**src/rtl/noc_port_requester.sv**
```systemverilog
// Per-input-port requester: buffers flits, decodes packet framing and drives the
// router arbiter's request interface, forwarding flits to the crossbar while granted.
module noc_port_requester #(
    parameter int unsigned DATA_W  = 32,
    parameter int unsigned DEPTH   = 4,
    parameter logic [2:0]  HDR_ID  = 3'b001,
    parameter logic [2:0]  BODY_ID = 3'b010,
    parameter logic [2:0]  TAIL_ID = 3'b100
) (
    input  logic              clk,
    input  logic              rst,
    input  logic              in_valid,
    output logic              in_ready,
    input  logic [2:0]        in_flit_id,
    input  logic [DATA_W-1:0] in_data,
    input  logic              grant,
    output logic              req,
    output logic [2:0]        flit_id,
    output logic [11:0]       length,
    output logic              out_valid,
    output logic [2:0]        out_flit_id,
    output logic [DATA_W-1:0] out_data,
    output logic              pkt_done,
    output logic              err
);

    localparam int unsigned AW = $clog2(DEPTH);
    localparam logic [AW:0] FULL_CNT = (AW+1)'(DEPTH);

    typedef enum logic [1:0] {StIdle, StReq, StSend, StStall} state_t;

    state_t            state_q, state_d;
    logic              req_q;
    logic [11:0]       length_q;
    logic [2:0]        mem_id   [DEPTH];
    logic [DATA_W-1:0] mem_data [DEPTH];
    logic [AW-1:0]     wr_ptr_q, rd_ptr_q;
    logic [AW:0]       count_q, count_d;

    logic              empty, full, push, pop, discard;
    logic [2:0]        head_id;
    logic [DATA_W-1:0] head_data;
    logic              head_hdr, head_tail, head_body_like;

    assign empty     = (count_q == '0);
    assign full      = (count_q == FULL_CNT);
    // in_ready depends only on occupancy, so a full FIFO never pushes even while popping
    assign in_ready  = !full && !rst;
    assign push      = in_valid && in_ready;
    assign pop       = out_valid || discard;
    assign head_id   = mem_id[rd_ptr_q];
    assign head_data = mem_data[rd_ptr_q];

    assign head_hdr       = !empty && (head_id == HDR_ID);
    assign head_tail      = !empty && (head_id == TAIL_ID);
    // Unknown IDs count as body flits
    assign head_body_like = !empty && ((head_id == BODY_ID) || !(head_id == HDR_ID ||
                            head_id == TAIL_ID));

    always_ff @(posedge clk) begin
        if (push) begin
            mem_id[wr_ptr_q]   <= in_flit_id;
            mem_data[wr_ptr_q] <= in_data;
        end
    end

    always_comb begin
        count_d = count_q;
        unique case ({push, pop})
            2'b10:   count_d = count_q + 1'b1;
            2'b01:   count_d = count_q - 1'b1;
            default: count_d = count_q;
        endcase
    end

    always_ff @(posedge clk or posedge rst) begin
        if (rst) begin
            wr_ptr_q <= '0;
            rd_ptr_q <= '0;
            count_q  <= '0;
            length_q <= '0;
        end else begin
            if (push) wr_ptr_q <= wr_ptr_q + 1'b1;
            if (pop)  rd_ptr_q <= rd_ptr_q + 1'b1;
            count_q <= count_d;
            if (state_q == StIdle && head_hdr) length_q <= head_data[11:0];
        end
    end

    // State register; req is registered alongside it from the next state
    always_ff @(posedge clk or posedge rst) begin
        if (rst) begin
            state_q <= StIdle;
            req_q   <= 1'b0;
        end else begin
            state_q <= state_d;
            req_q   <= (state_d != StIdle);
        end
    end

    always_comb begin
        state_d = state_q;
        unique case (state_q)
            StIdle:  if (head_hdr) state_d = StReq;
            StReq:   if (grant) state_d = StSend;
            StSend: begin
                if (head_hdr)                    state_d = StIdle;
                else if (!grant)                 state_d = StStall;
                else if (out_valid && head_tail) state_d = StIdle;
            end
            StStall: begin
                if (grant) state_d = (out_valid && head_tail) ? StIdle : StSend;
            end
            default: state_d = StIdle;
        endcase
    end

    always_comb begin
        out_valid   = grant && (state_q != StIdle) && !empty &&
                      !(state_q == StSend && head_hdr);
        discard     = (state_q == StIdle) && (head_body_like || head_tail);
        err         = discard || (state_q == StSend && head_hdr);
        pkt_done    = out_valid && head_tail;
        out_flit_id = out_valid ? head_id : 3'b000;
        out_data    = out_valid ? head_data : '0;
        flit_id     = empty ? 3'b000 : head_id;
        // Arbiter needs the length in the same cycle it first sees the header
        length      = (state_q == StIdle && head_hdr) ? head_data[11:0] : length_q;
        req         = req_q;
    end

endmodule

```
**config.mk**
```make
export PLATFORM = sky130hd
export DESIGN_NAME = noc_port_requester
export DESIGN_NICKNAME = d
export VERILOG_FILES = /design/src/rtl/noc_port_requester.sv
export SDC_FILE = /design/constraint.sdc
export NUM_CORES = 1
export LEC_CHECK = 0
export BUFFER_PORTS_ARGS = -buffer_cell sky130_fd_sc_hd__buf_2
export CORE_UTILIZATION = 40
export CTS_CLUSTER_DIAMETER = 150
export CTS_CLUSTER_SIZE = 14
export DETAILED_ROUTE_END_ITERATION = 8
export GPL_ROUTABILITY_DRIVEN = 0
export SLEW_MARGIN = 10
export SYNTH_ARGS = -nofsm -noshare
export SYNTH_HDL_FRONTEND = slang
export SYNTH_SLANG_ARGS = --single-unit
```
**constraint.sdc**
```tcl
create_clock -name clk -period 5.1 [get_ports clk]
set_clock_uncertainty 0.2 [all_clocks]
set_input_delay 1.02 -clock clk [delete_from_list [all_inputs] [get_ports clk]]
set_output_delay 1.02 -clock clk [all_outputs]
set_load 0.005 [all_outputs]
```
# Word-level counts from Yosys, hierarchy flattened
# Memories as Yosys holds them, arrays and structs flattened.
# Cells that the tools add are included.
# W data, S select, Z words.
[op_classes]
add_sub_neg = 4
mul = 0
div_mod_pow = 0
order_cmp = 0
n_eq_ne = 9
shifts = 0
n_mux = 15
n_bitwise = 0
n_reduce_logical = 27
[op_table]
columns = ["op", "n"]
rows = [
  ["$mux W32", 1],
  ["$mux W2", 7],
  ["$logic_and A1 B1 Y1", 12],
  ["$mux W12", 1],
  ["$pmux W2 S4", 1],
  ["$eq A2 B2 Y1 const B", 3],
  ["$eq A3 B3 Y1 const B", 2],
  ["$mux W3", 2],
  ["$pmux W3 S2", 1],
  ["$reduce_bool A2 Y1", 3],
  ["$logic_not A1 Y1", 5],
  ["$logic_or A1 B1 Y1", 5],
  ["$add A2 B1 Y2 const B", 2],
  ["$eq A2 B1 Y1 const B", 2],
  ["$add A3 B1 Y3 const B", 1],
  ["$eq A3 B1 Y1 const B", 1],
  ["$eq A3 B2 Y1 const B", 1],
  ["$logic_not A3 Y1", 1],
  ["$sub A3 B1 Y3 const B", 1],
  ["$logic_not A2 Y1", 1],
  ["$mux W1", 2],
]
[word_totals]
ff_bits = 22
latchBits = 0
ram_bits = 140
romBits = 0
inputBits = 39
elab_cells = 63
n_memories = 2
[mem_list]
columns = ["name", "words", "width", "rd", "rd_clocked_by_memory_dff", "write_ports", "line", "text"]
rows = [
  ["mem_data", 4, 32, 1, 0, 1, "36", "logic [DATA_W-1:0] mem_data [DEPTH];"],
  ["mem_id", 4, 3, 1, 0, 1, "35", "logic [2:0] mem_id [DEPTH];"],
]

# Depth between registers and ports, before layout
[logic_depth]
word_depth = 12
ltp_mapped = 10
depth_no_buf = 10

# Worst setup path before layout
# OpenSTA, ideal clock, no wires.
[synth_timing]
path_type = "reg2out"
from = "reg rd_ptr_q[0]"
to = "out length[10]"
t_arrival_ns = 1.950
required_time_ns = 3.880
path_slack_ns = 1.930
path_stages_with_launch = 7
path_buffers = 2
cell_sequence = "dfrtp_1 buf_6 mux4_2 nor3b_4 nand3_4 buf_6 mux2_4"
[synth_between]
elab_chain_len = 5
[synth_lines]
columns = ["element", "line", "text"]
rows = [
  ["from (decl)", "37", "logic [AW-1:0] wr_ptr_q, rd_ptr_q;"],
  ["from (signal assigned)", "84", "if (pop) rd_ptr_q <= rd_ptr_q + 1'b1;"],
  ["$mem_v2 Z4 W3", "--", ""],
  ["$eq A3 B1 Y1", "54", "assign head_hdr = !empty && (head_id == HDR_ID);"],
  ["$logic_and A1 B1 Y1", "54", ""],
  ["$logic_and A1 B1 Y1", "128", "length = (state_q == StIdle && head_hdr) ? head_data[11:0] : length_q;"],
  ["$mux W12 (*)", "128", ""],
  ["to (decl)", "19", "output logic [11:0] length,"],
]
# Every way passes the cells marked *; elsewhere a longest branch is shown, timed or not.

# Worst setup path in the final report
[layout_timing]
from = "reg rd_ptr_q[0]"
to = "out out_data[22]"
[layout_between]
elab_chain_len = 7
[layout_lines]
columns = ["element", "line", "text"]
rows = [
  ["$mem_v2 Z4 W3", "--", ""],
  ["$eq A3 B1 Y1", "54", ""],
  ["$logic_and A1 B1 Y1", "54", ""],
  ["$logic_and A1 B1 Y1", "120", "!(state_q == StSend && head_hdr);"],
  ["$logic_not A1 Y1", "120", ""],
  ["$logic_and A1 B1 Y1", "119", "out_valid = grant && (state_q != StIdle) && !empty &&"],
  ["$mux W32 (*)", "125", "out_data = out_valid ? head_data : '0;"],
  ["to (decl)", "22", "output logic [DATA_W-1:0] out_data,"],
]
# Marks and branches as above.

==> metrics.yaml <==
status: "finished, final reports clean"
row_count: 45
drt_wl_total_um: 11900
combPwrFrac_pct: 30.1
grt_pass1_wl_um: 18820
setup_violations: 0
post-route-cell-area_um2: 7669
syn_inst: 320
syn_avg_cell_area_um2: 20.08
grt.overflow.total: 0
syn_area_um2: 6426
route.detailed.drc: 0
setup_tns_ps: 0
num_antenna_cells: 0
core_um2: 15430
synth_ff_type: "edfxtp_1"
final_nets: 464
drt_first_pass_iters: 4
power.density_nw_per_um2: 560.4
start_util_pct: 41.65
pwr-share-clk_pct: 28.4
viasPerCell: 4.967
final-hold-violation-count: 0
max-slew-margin-rel_pct: 34.96
slew_viol_final: 0
layout_common_cells: "edfxtp_1, buf_2, mux4_2"
die_w_um: 128.8
fin_crit_sh_pct: 86.27
drv_cap: 0
ctsHoldBuffers: 0
leakage_nw: 2.845
io_buffers: 93
yosys.area.top_type: "edfxtp_1"
post_dp_cell_area_um2: 7102
die_h_um: 128.8
ys_types: 33
cts_max_level: 4
dpl.cell_count: 611
cts-buffers-inserted: 17
path_clk_slew_ps: 60
synth.yosys.warnings: 0
cts_tree: "yes"
clock_path_buffers: 2
arrival_ps: 3180
synth_async_sr_flop_share_pct: 13.58
first_global_vias: 3353
required_ps: 3880
clock_sinks: 162
ant_nets: 0
period_minus_slack_ps: 4400
hold_slack_ps: 290.0
worstSetupPathType: "reg2out"
fin_cells: 643
syn_nets: 365
dieArea_um2: 16580
worst_pin_slew_ps: 975.7
drtIter0Drc: 151
ioPinCount: 94
num_vias: 3194
fmax_mhz: 227.3
cts-resized-gates: 0
grt_start_max_net_pins: 36
p_int_mw: 3.042
cts_root_buffer: "clkbuf_16"
worst-path-max-fanout: 34
netSwitchingFraction_pct: 29.21
rsz0062_at_grt: "no"
yosysSeqAreaShare_pct: 73.99
power.total_mw: 4.297
start_kind: "flop"
final_common_cell: "edfxtp_1"
antenna_found_initial: 1
drive_above_1_share_pct: 41.90
synth_edf_count: 140
track_usage_pct: 16.09
cts_setup_buffers: 0
syn2layout_area_growth_pct: 19.33
hold_path_class: "reg2reg"
end_kind: "output port"
synth.area.top_cells: "edfxtp_1, mux4_2, dfrtp_1"
switchingPower_mw: 1.255
pwr-share-seq_pct: 41.6
yosys_register_bits: 162
vdd_drop_max_uv: 400.9
clk_latency_ps: 410
dp_hpwl_um: 7214
routedWlPerCell_um: 18.51
synth.top_cell.area_share_pct: 65.42
power by group through the flow:
stage,clock (mW),combinational (mW),sequential (mW)
CTS,1.24,1.33,1.79
detailed placement,0,1.32,1.82
global route,1.29,1.45,1.81
global placement,0,1.31,1.80
finish,1.22,1.29,1.79
floorplan,0,0.963,1.73
final cells by class:
cell class                      instances  area, um2
Fill cell                            1304       7759
Sequential cell                       162       4757
Multi-Input combinational cell        131       1555
Timing Repair Buffer                   95      480.5
Clock buffer                           17      425.4
Tap cell                              211      264.0
Clock inverter                         15      141.4
Inverter                               12      45.04
sequential cells by signal, indices dropped and copies added (netlist names):
name,flops
state_q,2
length_q,12
mem_data,128
req,1
wr_ptr_q,2
count_q,3
mem_id,12
rd_ptr_q,2
metrics by stage:
stage | utilization (%) | worst slack, ps
final | 49.71 | 700.0
after global routing | 49.71 | 474.8
after CTS | 49.71 | 610.8
after detailed placement | 46.03 | 1082
after global placement | 46.03 | 1121
after floorplan | - | 1930
cells in the mapped netlist, drive strengths merged (5+ instances only):
| cell | n |
|---|---|
| edfxtp | 140 |
| mux4 | 35 |
| nor2b | 32 |
| dfrtp | 22 |
| mux2 | 13 |
| inv | 12 |
| clkbuf | 8 |
| buf | 7 |
| and3 | 5 |
| ha | 5 |
| nor2 | 5 |
| o21ai | 5 |
path summary, 6_finish.rpt:
| path | from | cells past startpoint | to | slack (ps) |
|---|---|---|---|---|
| max in group asynchronous | rst | 2 | rd_ptr_q[1]$_DFFE_PP0P_ | 3470 |
| max | rd_ptr_q[0]$_DFFE_PP0P_ | 5 | out_data[22] | 700 |
| min in group asynchronous | rst | 2 | count_q[1]$_DFFE_PP0P_ | 610 |
| max reg2reg | rd_ptr_q[0]$_DFFE_PP0P_ | 9 | count_q[2]$_DFFE_PP0P_ | 2010 |
| min | length_q[5]$_DFF_PP0_ | 1 | length_q[5]$_DFF_PP0_ | 290 |
| min reg2reg | length_q[5]$_DFF_PP0_ | 1 | length_q[5]$_DFF_PP0_ | 290 |
worst max-delay path: stages, from the launching register on:
cell and delay (ps):
dfrtp_2 620, mux4_2 630, nor3b_4 390, a31o_2 760
nor2b_1 160, buf_2 180
cells by family after synthesis:
| group | Yosys count | share of synthesized area, % |
|---|---|---|
| AND/OR/NAND/NOR | 57 | 5.588 |
| adder cells (fa/ha/maj) | 6 | 1.285 |
| XOR/XNOR | 7 | 0.9541 |
| flip-flops | 162 | 73.99 |
| AO/OA/AOI/OAI | 13 | 1.227 |
| buffers and inverters | 27 | 1.889 |
| multiplexers | 48 | 15.07 |
layer usage:
layer	vias to the layer above	share of wire, %	global-route usage (%)
met1	1633	46	20.51
met5	-	0.11	0
met2	89	48	25.34
met4	2	1.5	6.851
met3	19	5.3	5.322
li1	1451	-	-
Note: power is estimated with default switching activity, not from simulation.
